===== src/rtl/vt512_result_tx.sv =====
// vt512_result_tx: packetises a stream of result words for the GPIO receiver.
// Each packet is a header word {dest_addr, type}, followed by up to MAX_WORDS
// payload words. gpio_last_o marks the final word of the packet.
//
// Optional feature, selected by the macro VT512_TX_CHECKSUM_EN:
//   when defined, a trailer word carrying the XOR of all payload words is
//   appended, and only the trailer carries gpio_last_o.
//
// Handshakes (both sides use strict valid/ready semantics):
//   input side : a word moves on a rising edge where in_valid_i && in_ready_o.
//   output side: a word moves on a rising edge where gpio_valid_o && gpio_ack_i;
//                while gpio_valid_o=1 and gpio_ack_i=0, data and last hold.
// state_o exposes the FSM state for debug and checker binding.
module vt512_result_tx #(
    parameter int DATA_WIDTH = 32,
    parameter int MAX_WORDS  = 512
) (
    input  logic                  clk,
    input  logic                  reset,
    input  logic                  start_i,
    input  logic [27:0]           dest_addr_i,
    input  logic [3:0]            type_i,
    input  logic [9:0]            len_i,
    input  logic                  in_valid_i,
    input  logic [DATA_WIDTH-1:0] in_data_i,
    output logic                  in_ready_o,
    output logic [31:0]           gpio_data_o,
    output logic                  gpio_valid_o,
    output logic                  gpio_last_o,
    input  logic                  gpio_ack_i,
    output logic                  busy_o,
    output logic                  done_o,
    output logic [1:0]            state_o
);

    localparam logic [1:0] S_IDLE    = 2'd0;
    localparam logic [1:0] S_HEADER  = 2'd1;
    localparam logic [1:0] S_PAYLOAD = 2'd2;
`ifdef VT512_TX_CHECKSUM_EN
    localparam logic [1:0] S_TRAILER = 2'd3;
`endif

    localparam logic [9:0] MAX_LEN = 10'(MAX_WORDS);

    logic [1:0]  state_q;
    logic [9:0]  remaining_q;   // payload words still to be consumed
    logic [31:0] data_q;
    logic        valid_q;
    logic        last_q;
    logic        done_q;
`ifdef VT512_TX_CHECKSUM_EN
    logic [31:0] acc_q;
`endif

    logic [9:0]  len_sat;
    logic        out_free;
    logic        take;
    logic        xfer;

    // Oversized requests are clipped to the packet limit.
    assign len_sat = (len_i > MAX_LEN) ? MAX_LEN : len_i;

    // The output register can be refilled in the same cycle it is emptied,
    // so a steady stream needs no bubble between words.
    assign out_free   = !valid_q || gpio_ack_i;
    assign in_ready_o = ((state_q == S_HEADER) || (state_q == S_PAYLOAD)) &&
                        (remaining_q != 10'd0) && out_free;
    assign take       = in_ready_o && in_valid_i;
    assign xfer       = valid_q && gpio_ack_i;

    assign gpio_data_o  = data_q;
    assign gpio_valid_o = valid_q;
    assign gpio_last_o  = last_q;
    assign busy_o       = (state_q != S_IDLE);
    assign done_o       = done_q;
    assign state_o      = state_q;

    // Packet sequencing: header load, payload forwarding, optional trailer, done pulse.
    always_ff @(posedge clk or posedge reset) begin
        if (reset) begin
            state_q     <= S_IDLE;
            remaining_q <= 10'd0;
            data_q      <= 32'd0;
            valid_q     <= 1'b0;
            last_q      <= 1'b0;
            done_q      <= 1'b0;
`ifdef VT512_TX_CHECKSUM_EN
            acc_q       <= 32'd0;
`endif
        end else begin
            done_q <= 1'b0;
            case (state_q)
                S_IDLE: begin
                    if (start_i) begin
                        state_q     <= S_HEADER;
                        remaining_q <= len_sat;
                        data_q      <= {dest_addr_i, type_i};
                        valid_q     <= 1'b1;
`ifdef VT512_TX_CHECKSUM_EN
                        // The trailer always follows, so the header is never last.
                        last_q      <= 1'b0;
                        acc_q       <= 32'd0;
`else
                        last_q      <= (len_sat == 10'd0);
`endif
                    end
                end

                S_HEADER, S_PAYLOAD: begin
                    if (take) begin
                        // Refill the output register with the next payload word.
                        state_q     <= S_PAYLOAD;
                        data_q      <= in_data_i;
                        valid_q     <= 1'b1;
                        remaining_q <= remaining_q - 10'd1;
`ifdef VT512_TX_CHECKSUM_EN
                        last_q      <= 1'b0;
                        acc_q       <= acc_q ^ in_data_i;
`else
                        last_q      <= (remaining_q == 10'd1);
`endif
                    end else if (xfer) begin
                        valid_q <= 1'b0;
                        last_q  <= 1'b0;
                        if (remaining_q == 10'd0) begin
`ifdef VT512_TX_CHECKSUM_EN
                            state_q <= S_TRAILER;
                            data_q  <= acc_q;
                            valid_q <= 1'b1;
                            last_q  <= 1'b1;
`else
                            state_q <= S_IDLE;
                            done_q  <= 1'b1;
`endif
                        end
                    end
                end

`ifdef VT512_TX_CHECKSUM_EN
                S_TRAILER: begin
                    if (xfer) begin
                        state_q <= S_IDLE;
                        valid_q <= 1'b0;
                        last_q  <= 1'b0;
                        done_q  <= 1'b1;
                    end
                end
`endif

                default: begin
                    state_q <= S_IDLE;
                    valid_q <= 1'b0;
                    last_q  <= 1'b0;
                end
            endcase
        end
    end

endmodule


===== config.mk =====
export PLATFORM = sky130hd
export DESIGN_NAME = vt512_result_tx
export DESIGN_NICKNAME = d
export VERILOG_FILES = /design/src/rtl/vt512_result_tx.sv
export SDC_FILE = /design/constraint.sdc
export NUM_CORES = 1
export LEC_CHECK = 0
export CORE_MARGIN = 8
export CORE_UTILIZATION = 50
export CTS_BUF_LIST = sky130_fd_sc_hd__clkbuf_4 sky130_fd_sc_hd__clkbuf_8
export CTS_CLUSTER_SIZE = 16
export DETAILED_ROUTE_END_ITERATION = 10
export DONT_BUFFER_PORTS = 1
export PLACE_DENSITY_LB_ADDON = 0.15
export SLEW_MARGIN = 10
export SYNTH_ARGS = -nofsm -noshare
export SYNTH_HDL_FRONTEND = slang
export SYNTH_SLANG_ARGS = --single-unit
export TNS_END_PERCENT = 10

===== constraint.sdc =====
create_clock -name clk -period 2.4 [get_ports clk]
set_input_delay 0.36 -clock clk [delete_from_list [all_inputs] [get_ports clk]]
set_output_delay 0.36 -clock clk [all_outputs]
set_load 0.1 [all_outputs]

# --- Yosys cells after proc, flatten, opt, wreduce, memory -nomap -nowiden ---
# Index checks and enable logic that the tools add are counted.
word_totals:
  ff_bits: 47
  in_bits: 79
  out_inout_bits: 39
  wordCells: 55
classes:
  add_sub_neg: 1
  magnitude_cmp: 1
  eq_ne: 7
  mux: 23
  n_reduce_logical: 17
ops:
  columns: ["cell", "n"]
  rows:
  - ["$mux 32", 2]
  - ["$pmux 32 s2", 1]
  - ["$mux 10", 3]
  - ["$logic_not 10->1", 2]
  - ["$pmux 10 s2", 1]
  - ["$eq 10x1->1 const B", 1]
  - ["$gt 10x10->1 const B", 1]
  - ["$reduce_bool 10->1", 1]
  - ["$sub 10x1->10 const B", 1]
  - ["$mux 1", 9]
  - ["$mux 2", 4]
  - ["$ne 3x3->1 const B", 2]
  - ["$reduce_and 3->1", 2]
  - ["$logic_and 1x1->1", 4]
  - ["$ne 2x2->1 const B", 2]
  - ["$pmux 1 s2", 2]
  - ["$pmux 2 s2", 1]
  - ["$reduce_bool 2->1", 2]
  - ["$eq 2x1->1 const B", 1]
  - ["$eq 2x2->1 const B", 1]
  - ["$logic_not 2->1", 1]
  - ["$logic_or 1x1->1", 2]
  - ["$reduce_and 2->1", 1]
  - ["$reduce_or 2->1", 1]
  - ["$logic_not 1->1", 1]

# --- Depth between registers and ports, before layout ---
depth:
  ltp_word: 7
  mapped_depth: 10
  mapped_depth_nobuf: 7

# --- Worst setup path before layout ---
# Ideal clock, no wire load.
synth_path:
  kind: "reg-to-output"
  start: "register state_q[0], in the netlist state_o[0]"
  end: "output port in_ready_o"
  arrival_ps: 2820
  t_required_ps: 2040
  slack_ps: -780
  stages_incl_launch_ff: 7
  n_path_buf: 3
  cell_sequence: "dfrtp_1 inv_1 ha_1 buf_2 buf_2 clkbuf_1 and3_1"
synth_between:
  elab_chain_cells: 4
  elab_cells_between_ends: 5
  cone_classes: "2 x eq/ne; 3 x reduce/logical"
synth_lines:
  columns: ["item", "line", "rtl"]
  rows:
  - ["from (decl)", "45", "logic [1:0] state_q;"]
  - ["from (signal assigned)", "81", "state_q <= S_IDLE;"]
  - ["from (signal assigned)", "95", "state_q <= S_HEADER;"]
  - ["from (signal assigned)", "112", "state_q <= S_PAYLOAD;"]
  - ["$eq 2x1->1 or $eq 2x2->1 (tied branches)", "66", "assign in_ready_o = ((state_q == S_HEADER) || (state_q == S_PAYLOAD)) &&"]
  - ["$logic_or 1x1->1 *", "66", null]
  - ["$logic_and 1x1->1 *", "66", null]
  - ["$logic_and 1x1->1 *", "67", "(remaining_q != 10'd0) && out_free;"]
  - ["to (decl)", "26", "output logic in_ready_o,"]
# Mark *: on every way between the ends. The rest lies on a longest branch, timed or not.

# --- Final worst setup path ---
layout_path:
  start: "register state_q[1], in the netlist state_o[1]"
  end: "output port in_ready_o"
# Same word-level chain as after synthesis.

==> results.md <==
* Run status: completed
* Crit path launch type: flip-flop
* Clock tree root driver cell: sky130_fd_sc_hd__clkbuf_8
* Tightest hold margin at ~0.73 ps
* Transition time of the tightest slew-check pin at 910 ps
* Number of nets in the layout at 381
* CTS Hold Bufs at 0
* Last weighted congestion value of the routability-driven placer at approximately 0.86
* Clk_lat worst skew at 300 ps
* Starting utilization of the core area at about half
* Number of antenna diodes at 0
* Class of the most critical hold timing path: in2async
* Initial antenna violation count at 0
* Number of top-level pins at 118
* Cell taking the most area after synthesis: sky130_fd_sc_hd__dfrtp_1
* Maximum frequency from static timing analysis at 0.446 GHz
* Vias per inst at 5.70
* Ranking of synthesized cells by instance count: sky130_fd_sc_hd__dfrtp_1 (47), sky130_fd_sc_hd__nor2_1 (43), sky130_fd_sc_hd__a21oi_1 (38)
* Vertical die dimension at 88.0 µm
* Synth cell types at 45
* Post-detailed-routing wire length at 6.54 mm
* Clock tree buffer depth at 2
* Period minus WS final at 2240 ps
* Worst-path clk slew at about 90 ps
* Async SR Flop Fraction at 100%
* Combined area of all synthesized cells at 2590 µm²
* WL/cell at 17.9 µm
* Most area-consuming cells after synthesis: sky130_fd_sc_hd__dfrtp_1 (45%), sky130_fd_sc_hd__mux2i_1 (13%), sky130_fd_sc_hd__a21oi_1 (7.3%)
* EDFF count, synth at 0
* TritonCTS Buffers at 5
* Portion of synthesized cell area occupied by the leading cell type at 45.4%
* Initial DRC count at 100
* Core box area at 5040 µm²
* Clock Skew at 8.59 ps
* Most frequently used flop master after synthesis: sky130_fd_sc_hd__dfrtp_1
* Max Fanout on Critical Path at 17
* Synthesized area per cell at 9.52 µm²
* Least setup slack across all paths after layout at ~160 ps
* Setup Total Neg Slack at 0 ps
* Remaining routing DRC violations at 0
* Yosys warning total at 0
* R2R Setup Slk at 180 ps
* Crit share post-route at 93.4%
* Grt ovf at 0
* Placed Area at about 2900 µm²
* Final HPWL DP at 5.03 mm
* Fill cell count at between 400 and 500
* Num rows at 26
* Seq cells post-synth at 47
* First-pass GRT wire length at 10.2 mm
* Pre-CTS setup slack at 232 ps
* Clock tree from TritonCTS: yes
* Largest net degree at the start of global routing at 47
* Crit Path Category: reg2out
* Clock sink count at 47
* Type of destination of the critical path: output port
* Iteration count of the initial detailed-routing pass at 4
* Critical Path AT at 1880 ps
* Setup Viol. Count Final at 0
* Final antenna-violating net count at 0
* Total routing resource utilization after global routing at 16.8%
* Area of all placed cells without fillers at 2950 µm²
* Number of buffers added for setup after CTS at 0
* Max-Cap Viols at 0
* Number of nets produced by synthesis at about 360
* Fraction of final layout cells with drive strength greater than 1 at 17.3%
* Most frequent cell after synthesis: sky130_fd_sc_hd__dfrtp_1
* Die Width at about 88 µm
* Via count at 2079
* Setup repair after global routing missed its margin: false
* CTS H-tree lvls at 2
* Final number of max-transition violations at 0
* Cells on worst reg2reg path at 7
* Final hold violation count at 0
* Count of port buffers added during placement at 0
* Synth-to-Final Area Change at 14.0%
* Die footprint at just under 8000 µm²
* Sequential element share of the synthesized area at 45.4%
* Rel. slew slack at 39.4%
* Worst EP required at 2040 ps
* Vias in the first global route at 2162
* Syn Inst Count at 272
==> flip-flops by register name (all words and copies together), names as in the netlist <==
signal        flops
gpio_data_o      32
remaining_q      10
state_o           2
done_o            1
gpio_last_o       1
gpio_valid_o      1
==> worst max-delay path, stage by stage (launching register included) <==
cell and delay [ps]:
sky130_fd_sc_hd__dfrtp_4 440, sky130_fd_sc_hd__inv_1 60, sky130_fd_sc_hd__ha_2 370, sky130_fd_sc_hd__buf_4 290, sky130_fd_sc_hd__and3_4 250, sky130_fd_sc_hd__buf_12 170
==> cells in the final DEF (no fill, tap or decap), drive strengths merged, types with 2 or more instances in the layout <==
cell type	instances
dfrtp	47
nor2	43
a21oi	38
mux2i	33
buf	31
nand2	13
inv	10
o21ai	8
nor3	7
nand3	6
ha	6
clkbuf	5
nor4	5
a31oi	4
nand2b	3
o2bb2ai	3
clkinvlp	2
o22ai	2
or4	2
o31ai	2
o21a	2
a32oi	2
a22oi	2
or3	2
a211oi	2
a21boi	2
and3	2
==> routing by layer <==
layer	global-route usage [%]	wire, µm
met4	5.47	89
met2	26.9	3190
met1	19.7	2600
met3	7.04	664
met5	0	0
==> per-stage QoR <==
stage               instances  utilization, %
global route              365            58.5
detailed placement        359            56.9
finish                    365            58.5
floorplan                 272               -
CTS                       365            58.4
global placement          359            56.9
==> final timing paths <==
path | from | to
max reg2reg | remaining_q[0] | remaining_q[9]
min | reset | remaining_q[2]
min in group clk | gpio_ack_i | done_o
max | state_o[1] | in_ready_o
max in group asynchronous | reset | gpio_data_o[18]
min reg2reg | remaining_q[6] | remaining_q[6]
==> kinds of logic (layout without fill, tap and decap cells) <==
| family | count (synthesis) | in the layout | synth area share [%] |
|---|---|---|---|
| AOI/OAI and AO/OA | 71 | 71 | 16.9 |
| muxes | 34 | 34 | 13.2 |
| buffers and inverters | 25 | 48 | 5.17 |
| DFF | 47 | 47 | 45.4 |
| adders and majority gates | 6 | 6 | 2.90 |
| and+or+nand+nor | 89 | 89 | 16.4 |
==> timing repair <==
action / CTS / global route
setup endpoints to repair: 0 / 1
resized for setup: 0 / 1
hold endpoints to repair: 0 / 0
==> area by class of cell <==
class	count	area [µm²]	area share [%]
inverter	11	45.0	1.53
tap	70	87.6	2.97
timing repair buffer	31	258	8.73
clock inverter	1	7.51	0.254
sequential	47	1180	40.1
clock buffer	5	68.8	2.33
multi-input combinational	200	1300	44.1
Power is not shown: default switching activity piles up to over one toggle a cycle in this logic, so the estimate is an artifact.
==> edit 1: new RTL, same settings <==
`MAX_WORDS`: 512 -> 384.
--- a/src/rtl/vt512_result_tx.sv
+++ b/src/rtl/vt512_result_tx.sv
@@ -15,3 +15,3 @@
     parameter int DATA_WIDTH = 32,
-    parameter int MAX_WORDS  = 512
+    parameter int MAX_WORDS  = 384
 ) (
Check against the original RTL: no difference found for any inputs over 10 cycles, from zero or initial values and one cycle with reset high; that may be too few to reach the edited logic, so the function may still have changed.
==> edit 1 against the unedited design <==
Wire length shrank 9.5%. Cell area fell by 2.8%. Sequential cell count stayed put. Area after synthesis is 2.5% lower. Cell count decreased by 4.4%. Setup slack worse by 33 ps. Die area decreased by 2.1%. Hold slack better by 180 ps. Largest cell class unchanged.
Power is left out: the tool's default activity adds up to more than one toggle a clock period on the data nets, which glitch-free logic cannot reach.
==> edit 1: results (changes against the unedited design) <==
metric	value	unit	change
drive_above_1_share	0.168		was 0.173
syn_nets	345		was 357
wl_met3	681	um	was 664 um
status	completed		unchanged
sh_seq_area	0.413		was 0.401
multi_input_area_share	0.436		was 0.441
synth_compound_area_frac	0.178		was 0.169
yosys.area_share.adder	0.0248		was 0.0290
gp_congestion	0.828		was 0.858
netlist_area	0.00252	mm2	was 0.00259 mm2
route.met2.wl	2730	um	was 3190 um
cts_hold_buf	1		was 0
hp-class	input port to flip-flop		was input port to async pin
inverters	10		was 11
synth.top_cells.by_count	47 x dfrtp_1, 39 x nand2_1, 36 x o21ai_0		was 47 x dfrtp_1, 43 x nor2_1, 38 x a21oi_1
dpl_worst_slack	391	ps	was 232 ps
grt_max_degree	48		was 47
relSlewSlack	0.388		was 0.394
fillers	458		was 453
r2r-end	gpio_data_o[2]$_DFFE_PP0P_		was remaining_q[9]$_DFFE_PP0P_
grt_pass1_wl	9850	um	was 10200 um
r2r_setup_slack	380	ps	was 180 ps
path_delay_family	simple AND/OR/NAND/NOR gates		was buffers and inverters
crit_path_max_incr_delay	460	ps	was 440 ps
clock_skew	2.90	ps	was 8.59 ps
first_iter_violations	99		was 100
grt_usage	0.164		was 0.168
buffers	26		was 31
ys_types	43		was 45
r2r-start	state_o[1]$_DFFE_PP0P_		was remaining_q[0]$_DFFE_PP0P_
wirelength	5920	um	was 6540 um
critPathSlowestCell	and3_4		was dfrtp_4
seq_area_frac_synth	0.466		was 0.454
setup_slack	126	ps	was 158 ps
multi_input_cells	189		was 200
grt_pass1_vias	2034		was 2162
==> edit 1: changes by cell type in the layout (fill, tap and decap cells not counted), sizes merged, moves of 6 or more <==
cell | before | now
nand2 | 13 | 39
o21ai | 8 | 42
buf | 31 | 25
nor2 | 43 | 8
a21oi | 38 | 15
==> edit 1: worst min path at each step <==
stage,startpoint,end,slack [ps],cells past startpoint
3_3_place_gp,reset,gpio_data_o[10]$_DFFE_PP0P_,310,2
5_1_grt,gpio_ack_i,done_o$_DFF_PP0_,180,2
3_5_place_dp,reset,gpio_data_o[10]$_DFFE_PP0P_,310,2
2_1_floorplan,remaining_q[7]$_DFFE_PP0P_,remaining_q[7]$_DFFE_PP0P_,500,2
4_1_cts,gpio_ack_i,done_o$_DFF_PP0_,170,2
6_report,gpio_ack_i,done_o$_DFF_PP0_,180,2
==> edit 1: routing by layer <==
layer  vias up  global-route usage
met5         -                   0
met4         0              0.0563
met3         9              0.0868
met2        78               0.255
met1       879               0.186
li1        973                   -
==> edit 2: new RTL, config.mk and constraints unchanged <==
Without the edit above. Reset style: synchronous (`reset`), changed in one clocked block.
--- a/src/rtl/vt512_result_tx.sv
+++ b/src/rtl/vt512_result_tx.sv
@@ -78,3 +78,3 @@
     // Packet sequencing: header load, payload forwarding, optional trailer, done pulse.
-    always_ff @(posedge clk or posedge reset) begin
+    always_ff @(posedge clk) begin
         if (reset) begin
Behaviour: differs if reset is asserted again (counterexample within 4 cycles, from zero or initial values and one cycle with reset high); with reset held inactive, the same outputs for 10 cycles.
==> edit 2 against the unedited design <==
Sequential cell count is the same. Global-route usage grew 0.99 points. Area after synthesis grew 16%. Wire length grew 21%. Cell area grew 12%. Clock skew shrank 3.9 ps. Setup slack gained 50 ps. Critical path type is now flip-flop to flip-flop. Largest cell class unchanged.
Power is not shown: default switching activity piles up to over one toggle a cycle in this logic, so the estimate is an artifact.
==> edit 2: results (changes against the unedited design) <==
metric	value	unit	change
whs	140	ps	was 0.730 ps
synth-main-ff-cell	dfxtp_1		was dfrtp_1
seq_area_frac_synth	0.314		was 0.454
crit_type	flip-flop to flip-flop		was flip-flop to output pin
grt_usage	0.178		was 0.168
min_period	2190	ps	was 2240 ps
grt_max_degree	54		was 47
synthArstFlopShare	0		was 1.00
wirelength	7940	um	was 6540 um
status	completed		unchanged
crit_path_max_incr_delay	490	ps	was 440 ps
cp_max_fo	36		was 17
first_iter_violations	153		was 100
r2r-start	state_o[1]$_SDFFE_PP0P_		was remaining_q[0]$_DFFE_PP0P_
dr_total_vias	2568		was 2079
fillers	542		was 453
clock_skew	4.74	ps	was 8.59 ps
syn_nets	382		was 357
avgSynthCellArea	10.1	um2	was 9.52 um2
grt_pass1_wl	12800	um	was 10200 um
critPathSlowestCell	a21oi_1		was dfrtp_4
place_hpwl	5680	um	was 5030 um
path_delay_family	compound AO/OA/AOI/OAI gates		was buffers and inverters
dpl_worst_slack	257	ps	was 232 ps
relSlewSlack	0.584		was 0.394
hp-class	input port to flip-flop		was input port to async pin
register_area	948	um2	was 0.00118 mm2
-- edit 2: kinds of logic (layout without fill, tap and decap cells) --
kind of cell | after synthesis | in the layout | share of synthesized area
multiplexers | 34 | 34 | 0.114
XOR/XNOR | 1 | 1 | 0.00292
AND/OR/NAND/NOR | 59 | 59 | 0.124
flip-flops | 47 | 47 | 0.314
adder cells (fa/ha/maj) | 6 | 6 | 0.0251
buffers and inverters | 41 | 71 | 0.117
AO/OA/AOI/OAI | 109 | 109 | 0.304
-- edit 2: final cells by class --
class | count | share of cell area
multi-input cells | 209 | 0.518
flip-flops and latches | 47 | 0.286
repair buffers | 51 | 0.127
well taps | 75 | 0.0283
clock buffers | 6 | 0.0249
inverters | 13 | 0.0147
clock inverters | 1 | 0.00151
-- edit 2: routing by layer --
layer	vias to the layer above	routed length, um	track usage	share of wire
li1	1230	-	-	-
met1	1221	3290	0.209	0.41
met2	111	3730	0.293	0.47
met3	6	853	0.0681	0.11
met4	0	66	0.0483	0.0083
met5	-	0	0	0
